$ cat src/rtl/cacheline_adaptor_pkg.sv
// Shared types and constants for the cache-line to memory-burst adaptor.
package cacheline_adaptor_pkg;

  localparam int unsigned LineBits       = 256;
  localparam int unsigned BurstBits      = 64;
  localparam int unsigned BeatsPerLine   = LineBits / BurstBits;
  localparam int unsigned LineOffsetBits = 5;

  typedef logic [LineBits-1:0]  line_t;
  typedef logic [BurstBits-1:0] burst_t;

  typedef enum logic [1:0] {
    StIdle,
    StRd,
    StWr,
    StDone
  } adaptor_state_t;

endpackage

$ cat src/rtl/cacheline_adaptor.sv
// Splits 256-bit cache line reads/writes into 4-beat 64-bit memory bursts and
// reassembles fill lines, answering the cache with a single resp pulse.
module cacheline_adaptor
  import cacheline_adaptor_pkg::*;
#(
  parameter int unsigned LineW   = LineBits,
  parameter int unsigned BurstW  = BurstBits,
  parameter int unsigned AddrW   = 32,
  parameter int unsigned OffsetW = LineOffsetBits
) (
  input  logic              clk,
  input  logic              rst,
  input  logic [LineW-1:0]  line_i,
  output logic [LineW-1:0]  line_o,
  input  logic [AddrW-1:0]  address_i,
  input  logic              read_i,
  input  logic              write_i,
  output logic              resp_o,
  input  logic [BurstW-1:0] burst_i,
  output logic [BurstW-1:0] burst_o,
  output logic [AddrW-1:0]  address_o,
  output logic              read_o,
  output logic              write_o,
  input  logic              resp_i
);

  localparam int unsigned Beats  = LineW / BurstW;
  localparam int unsigned CountW = (Beats > 1) ? $clog2(Beats) : 1;
  localparam logic [CountW-1:0] LastBeat   = CountW'(Beats - 1);
  localparam logic [AddrW-1:0]  OffsetMask = AddrW'((64'd1 << OffsetW) - 64'd1);

  adaptor_state_t    state_q, state_d;
  logic [CountW-1:0] count_q, count_d;
  logic [AddrW-1:0]  addr_q, addr_d;
  logic [LineW-1:0]  wline_q, wline_d;
  logic [LineW-1:0]  rline_q, rline_d;
  logic [LineW-1:0]  line_q, line_d;

  always_ff @(posedge clk or negedge rst) begin
    if (!rst) begin
      state_q <= StIdle;
      count_q <= '0;
      addr_q  <= '0;
      wline_q <= '0;
      rline_q <= '0;
      line_q  <= '0;
    end else begin
      state_q <= state_d;
      count_q <= count_d;
      addr_q  <= addr_d;
      wline_q <= wline_d;
      rline_q <= rline_d;
      line_q  <= line_d;
    end
  end

  always_comb begin
    state_d = state_q;
    count_d = count_q;
    addr_d  = addr_q;
    wline_d = wline_q;
    rline_d = rline_q;
    line_d  = line_q;
    read_o  = 1'b0;
    write_o = 1'b0;
    resp_o  = 1'b0;
    unique case (state_q)
      StIdle: begin
        if (write_i) begin
          wline_d = line_i;
          addr_d  = address_i & ~OffsetMask;
          count_d = '0;
          state_d = StWr;
        end else if (read_i) begin
          addr_d  = address_i & ~OffsetMask;
          count_d = '0;
          state_d = StRd;
        end
      end
      StRd: begin
        read_o = 1'b1;
        if (resp_i) begin
          rline_d[BurstW*count_q +: BurstW] = burst_i;
          count_d = count_q + 1'b1;
          // Publish the line only once complete so line_o never shows a partial fill.
          if (count_q == LastBeat) begin
            line_d  = rline_d;
            state_d = StDone;
          end
        end
      end
      StWr: begin
        write_o = 1'b1;
        if (resp_i) begin
          count_d = count_q + 1'b1;
          if (count_q == LastBeat) state_d = StDone;
        end
      end
      StDone: begin
        resp_o  = 1'b1;
        count_d = '0;
        state_d = StIdle;
      end
    endcase
  end

  always_comb begin
    burst_o = '0;
    if (state_q == StWr) burst_o = wline_q[BurstW*count_q +: BurstW];
  end

  assign address_o = addr_q;
  assign line_o    = line_q;

endmodule

$ cat config.mk
export PLATFORM = sky130hd
export DESIGN_NAME = cacheline_adaptor
export DESIGN_NICKNAME = d
export VERILOG_FILES = /design/src/rtl/cacheline_adaptor_pkg.sv /design/src/rtl/cacheline_adaptor.sv
export SDC_FILE = /design/constraint.sdc
export NUM_CORES = 1
export LEC_CHECK = 0
export ABC_AREA = 1
export BUFFER_PORTS_ARGS = -buffer_cell sky130_fd_sc_hd__buf_4
export CAP_MARGIN = 20
export CORE_MARGIN = 2
export CORE_UTILIZATION = 30
export DETAILED_ROUTE_END_ITERATION = 16
export GPL_TIMING_DRIVEN = 0
export SLEW_MARGIN = 15
export SYNTH_ARGS = -nofsm -noshare
export SYNTH_HDL_FRONTEND = slang
export SYNTH_SLANG_ARGS = --single-unit
$ cat constraint.sdc
create_clock -name clk -period 2.9 [get_ports clk]
set_input_delay 0.58 -clock clk [delete_from_list [all_inputs] [get_ports clk]]
set_output_delay 0.58 -clock clk [all_outputs]
set_load 0.01 [all_outputs]
==> out/qor.yml, run 1 <==
nNetsFinal: 5660
hp-class: "primary input to flip-flop"
p_int_mw: 25.6
combPwrFrac_pct: 38.1
setup_viol: 0
path_buf_inv: 4
grt_pass1_wl_um: 192000
syn_avg_cell_area_um2: 7.77
htree_levels: 3
antenna_found_initial: 11
via_per_inst: 4.58
status: "finished, final reports clean"
final_core_util_pct: 39.4
io-pin-count: 712
fmax_mhz: 357
post-dp-hpwl_um: 100000
finalClockSkew_ps: 39.4
critPathMaxFanout: 10
drive_gt1_share_pct: 23.2
insertion_delay_ps: 680
required_ps: 2320
rsz0062_at_grt: "yes"
gr-total-overflow: 0
maxCapViolCount: 0
hold_viol: 0
p_clk_share_pct: 27.1
dp_slack_ps: -1020
num_vias: 31600
drtIter0Drc: 2118
critPathMaxStageDelay_ps: 370
drtPass1Iterations: 5
yosysWarnings: 0
core_area_um2: 116000
die_w_um: 345
grt_max_degree: 105
crit_arrival_ps: 2220
clkSinkCount: 735
finalCritPeriodShare_pct: 96.6
clk_pin_slew_ps: 60
ant_nets: 0
nFillCells: 12000
p_leak_nw: 25.7
worst_path_max_delay_cell: "dfrtp_1"
grt_pass1_vias: 31000
clockBufferDepth: 3
row_count: 125
switchingPower_mw: 16.1
portBuffers: 701
p_seq_share_pct: 34.8
wl_um: 131000
crit_chain: "buf_6 > buf_8 > buf_6 > nor2_1 > nor2_1 > nand2_1 > a21oi_2 > buf_4"
syn_area_um2: 34800
critPathTopFamily: "buffers and inverters"
end_kind: "output port"
ys_seq_area_share_pct: 52.8
switching_share_pct: 38.6
die_h_um: 345
crit_type: "flip-flop to output port"
synth_cells: 4483
start_kind: "flip-flop"
cts_tree: "yes"
ys_types: 29
ir_worst_vdd_uv: 569
yosys_register_bits: 735
track_usage_pct: 21.6
cts_buffers: 86
initial_core_util_pct: 30.1
powerDensity_nw_per_um2: 914
total_power_mw: 41.7
tightest_slew_ps: 889
gp_congestion: 0.905
slew-limit-headroom_pct: 40.7
drc: 0
hold_slack_ps: 132
cts_root_buf: "clkbuf_16"
dieArea_um2: 119000
fin_tns_setup_ps: 0
fin_crit_ps: 2800
layout-area-overhead-vs-synth_pct: 30.8
maxSlewViolCount: 0
wire_per_inst_um: 19.0
worst_slack_ps: 99.8
## worst reg2reg max path: stages (launching register included)
cell and delay, ps:
dfrtp_1 430, inv_1 120, ha_1 450, nand2_1 230, clkinv_1 210, buf_4 310
clkbuf_1 570, nand3_1 260, nand2_1 110
## worst paths after layout
check | from | endpoint | slack [ps] | cells after the start
max reg2reg | state_q[1]$_DFFE_PN0P_ | line_o[225]$_DFFE_PN0P_ | 150 | 8
max in group asynchronous | rst | wline_q[117]$_DFFE_PN0P_ | 320 | 6
min reg2reg | rline_q[132]$_DFFE_PN0P_ | rline_q[132]$_DFFE_PN0P_ | 480 | 2
min | line_i[160] | wline_q[160]$_DFFE_PN0P_ | 130 | 2
min in group asynchronous | rst | line_o[172]$_DFFE_PN0P_ | 390 | 2
max | count_q[0]$_DFFE_PN0P_ | burst_o[52] | 100 | 8
## Yosys cell counts (all sizes together)
master | number | area share (%)
ha | 10 | 0.36
dlymetal6s2s | 6 | 0.22
conb | 1 | 0.011
o21ai | 37 | 0.53
buf | 149 | 2.6
nand3 | 250 | 4.5
mux2 | 64 | 2.1
nand2 | 2096 | 23
clkinv | 1 | 0.011
nor2 | 389 | 4.3
nor3 | 1 | 0.047
dlygate4sd1 | 1 | 0.025
inv | 362 | 3.9
dfrtp | 735 | 53
a21oi | 256 | 3.7
clkbuf | 123 | 2.0
nand4 | 2 | 0.036
## what timing repair did
item | in CTS | in global routing
endpoints found under the hold margin | 39 | 0
setup buffers | 5 | 2
endpoints found under the setup margin | 521 | 76
pin swaps | 2 | 2
gates resized for setup | 86 | 23
hold buffers | 1 | 0
## power groups by stage
stage | clock network, mW | logic (mW) | registers [mW]
detailed placement | 0 | 15.6 | 14.6
floorplan | 0 | 9.30 | 14.6
global route | 11.9 | 17.6 | 14.8
finish | 11.3 | 15.9 | 14.5
CTS | 11.5 | 15.9 | 14.5
global placement | 0 | 15.4 | 14.6
## final cells by class
type                            count  area (µm²)  area share (%)
Sequential cell                   735       18400            40.4
Tap cell                         1524        1910            4.18
Antenna cell                        8        20.0          0.0439
Buffer                            278        1860            4.08
Timing Repair Buffer              719        5600            12.3
Inverter                          363        1370            3.00
Clock inverter                     34         443           0.972
Multi-Input combinational cell   3110       13500            29.5
Clock buffer                      124        2510            5.52
## registers in the layout (all words and copies together) (netlist names)
| register | cells |
|---|---|
| address_o | 27 |
| count_q | 2 |
| line_o | 256 |
| rline_q | 192 |
| state_q | 2 |
| wline_q | 256 |
## routing by layer
layer / part of all wire, % / routed length [µm] / vias up / GRT usage (%)
met3: 7.7 / 10100 / 223 / 5.17
met5: 0.046 / 60 / - / 0
met1: 41 / 53100 / 15000 / 26.7
met4: 3.5 / 4520 / 10 / 8.01
li1: - / - / 15300 / -
met2: 48 / 62900 / 1087 / 36.5
## cell families (layout without fill, tap and decap cells)
family | after synthesis | count (layout) | share of synthesized area [%]
AO/OA/AOI/OAI | 293 | 293 | 4.21
adder cells (fa/ha/maj) | 10 | 10 | 0.359
buffers and inverters | 642 | 1518 | 8.72
flip-flops | 735 | 735 | 52.8
multiplexers | 64 | 64 | 2.07
other | 1 | 13 | 0.0108
AND/OR/NAND/NOR | 2738 | 2738 | 31.8
## cells in the final DEF, fill, tap and decap left out, drive strengths merged
master,Yosys,routed
clkbuf,123,246
inv,362,368
nor2,389,389
nand4,2,2
nand2,2096,2096
dfrtp,735,735
conb,1,5
mux2,64,64
dlygate4sd3,0,1
diode,0,8
a21oi,256,256
dlymetal6s2s,6,6
nand3,250,250
ha,10,10
nor3,1,1
buf,149,867
o21ai,37,37
bufinv,0,6
dlygate4sd1,1,1
clkinv,1,20
clkinvlp,0,3
## metrics by stage
step,std cells,instance area [µm²]
6_report,6895,45600
2_1_floorplan,4487,34900
3_5_place_dp,6721,42300
3_3_place_gp,6712,42000
5_1_grt,6893,45600
4_1_cts,6884,45500
(Power assumes the default switching activity.)
==> inputs of run 2 (changes only) <==
--- a/config.mk
+++ b/config.mk
@@ -6,12 +6,13 @@
 export NUM_CORES = 1
 export LEC_CHECK = 0
 export ABC_AREA = 1
-export BUFFER_PORTS_ARGS = -buffer_cell sky130_fd_sc_hd__buf_4
+export BUFFER_PORTS_ARGS = -buffer_cell sky130_fd_sc_hd__buf_2
 export CAP_MARGIN = 20
 export CORE_MARGIN = 2
 export CORE_UTILIZATION = 30
 export DETAILED_ROUTE_END_ITERATION = 16
 export GPL_TIMING_DRIVEN = 0
+export PLACE_DENSITY_LB_ADDON = 0.25
 export SLEW_MARGIN = 15
 export SYNTH_ARGS = -nofsm -noshare
 export SYNTH_HDL_FRONTEND = slang
==> run 2 against run 1 <==
  * Critical path depth down 1
  * Largest cell class unchanged
  * Register-to-register slack better by 70 ps
  * Highest routed layer unchanged
  * Clock power about the same
  * Non-clock buffer count unchanged
  * Count of clock-buffer cells in the layout down 2
  * Wire length up 5.1%
  * Sequential cell count unchanged
  * Combinational power down 3%
  * Die area unchanged
  * Design area down 3.7%
  * First-iteration DRC count up 7.0%
==> out/qor.yml, run 2 (synthesized netlist as in run 1, its figures left out) <==
grt_pass1_vias: 31100
p_leak_nw: 25.4
io-pin-count: 712
ir_worst_vdd_uv: 588
nFillCells: 12200
die_h_um: 345
via_per_inst: 4.58
final_cell_mix: "nand2_1, buf_2, dfrtp_1"
cp-endpoint: "burst_o[41]"
required_ps: 2320
cts_buffers: 87
crit_type: "flip-flop to output port"
cts_tree: "yes"
ff2ff_setup_slack_ps: 220
portBuffers: 701
antenna_found_initial: 57
hold_viol: 0
reg2reg_to: "rline_q[162]$_DFFE_PN0P_"
fin_area_um2: 43900
clkSinkCount: 735
ant_nets: 0
insertion_delay_ps: 680
maxSlewViolCount: 0
cts_root_buf: "clkbuf_16"
nNetsFinal: 5661
drtPass1Iterations: 6
critPathMaxStageDelay_ps: 400
worst_path_max_delay_cell: "dfrtp_1"
drive_gt1_share_pct: 23.4
end_kind: "output port"
drc: 0
crit_chain: "buf_6 > buf_6 > clkbuf_4 > nand2_1 > nand3_1 > a21oi_4 > buf_2"
row_count: 125
crit_start: "count_q[0]$_DFFE_PN0P_"
gr-total-overflow: 0
finalClockSkew_ps: 27.0
r2r_start: "count_q[0]$_DFFE_PN0P_"
clk_pin_slew_ps: 70
grt_max_degree: 99
clockBufferDepth: 3
final_common_cell: "nand2_1"
wl_um: 137000
cpMostUsedCell: "buf_6"
final_core_util_pct: 37.9
hp-class: "primary input to flip-flop"
powerDensity_nw_per_um2: 944
wl_met2_um: 64000
track_usage_pct: 22.8
start_kind: "flip-flop"
setup_viol: 0
wl_met3_um: 10100
critPathMaxFanout: 10
slew-limit-headroom_pct: 27.4
grt_pass1_wl_um: 202000
htree_levels: 3
highest_layer: "met5"
finalCritPeriodShare_pct: 97.5
wl_met1_um: 58800
crit_arrival_ps: 2250
dieArea_um2: 119000
fmax_mhz: 354
num_vias: 31700
initial_core_util_pct: 30.1
rr_worst_depth: 12
fin_crit_ps: 2830
drtIter0Drc: 2267
die_w_um: 345
tightest_slew_ps: 1080
rsz0062_at_grt: "yes"
wire_per_inst_um: 19.9
placed_area_um2: 40500
maxCapViolCount: 0
post-dp-hpwl_um: 105000
layout-area-overhead-vs-synth_pct: 26.0
gp_congestion: 0.908
core_area_um2: 116000
status: "finished, final reports clean"
run 2: cell count changes in the layout (fill, tap and decap cells not counted), sizes merged:
| cell | before | now |
|---|---|---|
| bufinv | 6 | 8 |
| clkbuf | 246 | 249 |
| buf | 867 | 862 |
| clkinv | 20 | 22 |
| diode | 8 | 20 |
| inv | 368 | 369 |
run 2: per-stage QoR:
step / std cells / total power, mW / setup WS (ps) / TNS (ps) / hold WS, ps
detailed placement: 6721 / 29.7 / -895 / -173580 / 418
floorplan: 4487 / 23.8 / 793 / 0 / 284
CTS: 6887 / 41.7 / 0.0391 / 0 / 82.2
global placement: 6712 / 29.5 / -15720 / - / 457
finish: 6910 / 41.4 / 72.5 / 0 / 128
global route: 6901 / 44.1 / -40.4 / -197 / 109
run 2: worst max-delay path: cells and delay by family, from the launching register on:
kind | cells | cell delay [ps]
buf+inv | 4 | 710
flops | 1 | 400
compound gates | 1 | 240
simple gates | 2 | 230
run 2: timing repair:
item	CTS	global route
setup buffers	5	3
gates cloned	0	0
endpoints found under the setup margin	512	123
hold endpoints to repair	10	0
gates resized for setup	85	15
hold buffers	1	0
pin swaps	5	1
run 2: final cells by class:
| type | instances | area [µm²] | area share (%) |
|---|---|---|---|
| well taps | 1524 | 1910 | 4.35 |
| repair buffers | 719 | 3850 | 8.78 |
| inverters | 363 | 1370 | 3.12 |
| clock inverters | 39 | 459 | 1.05 |
| diodes | 20 | 50.0 | 0.114 |
| multi-input cells | 3110 | 13500 | 30.7 |
| clock buffers | 122 | 2530 | 5.76 |
| flip-flops and latches | 735 | 18400 | 41.9 |
| plain buffers | 278 | 1840 | 4.20 |
run 2: worst min path at each step:
stage                                 from                         to  slack (ps)  cells after the start
finish                         line_i[145]   wline_q[145]$_DFFE_PN0P_         130                      2
CTS                            line_i[145]   wline_q[145]$_DFFE_PN0P_          80                      2
global placement    line_o[63]$_DFFE_PN0P_     line_o[63]$_DFFE_PN0P_         460                      2
floorplan                              rst  address_o[10]$_DFFE_PN0P_         280                      0
global route                   line_i[182]   wline_q[182]$_DFFE_PN0P_         110                      2
detailed placement                     rst     line_o[53]$_DFFE_PN0P_         420                      1
run 2: metal layers:
layer | vias to the layer above | GRT usage [%]
met5 | - | 0
met4 | 52 | 7.10
met3 | 249 | 5.85
met2 | 993 | 37.6
met1 | 15100 | 29.2
li1 | 15300 | -
run 2: power by group:
group	switching [mW]	internal, mW
Combinational	10.3	5.11
Sequential	1.25	13.2
Clock	4.71	6.83
Total	16.3	25.1
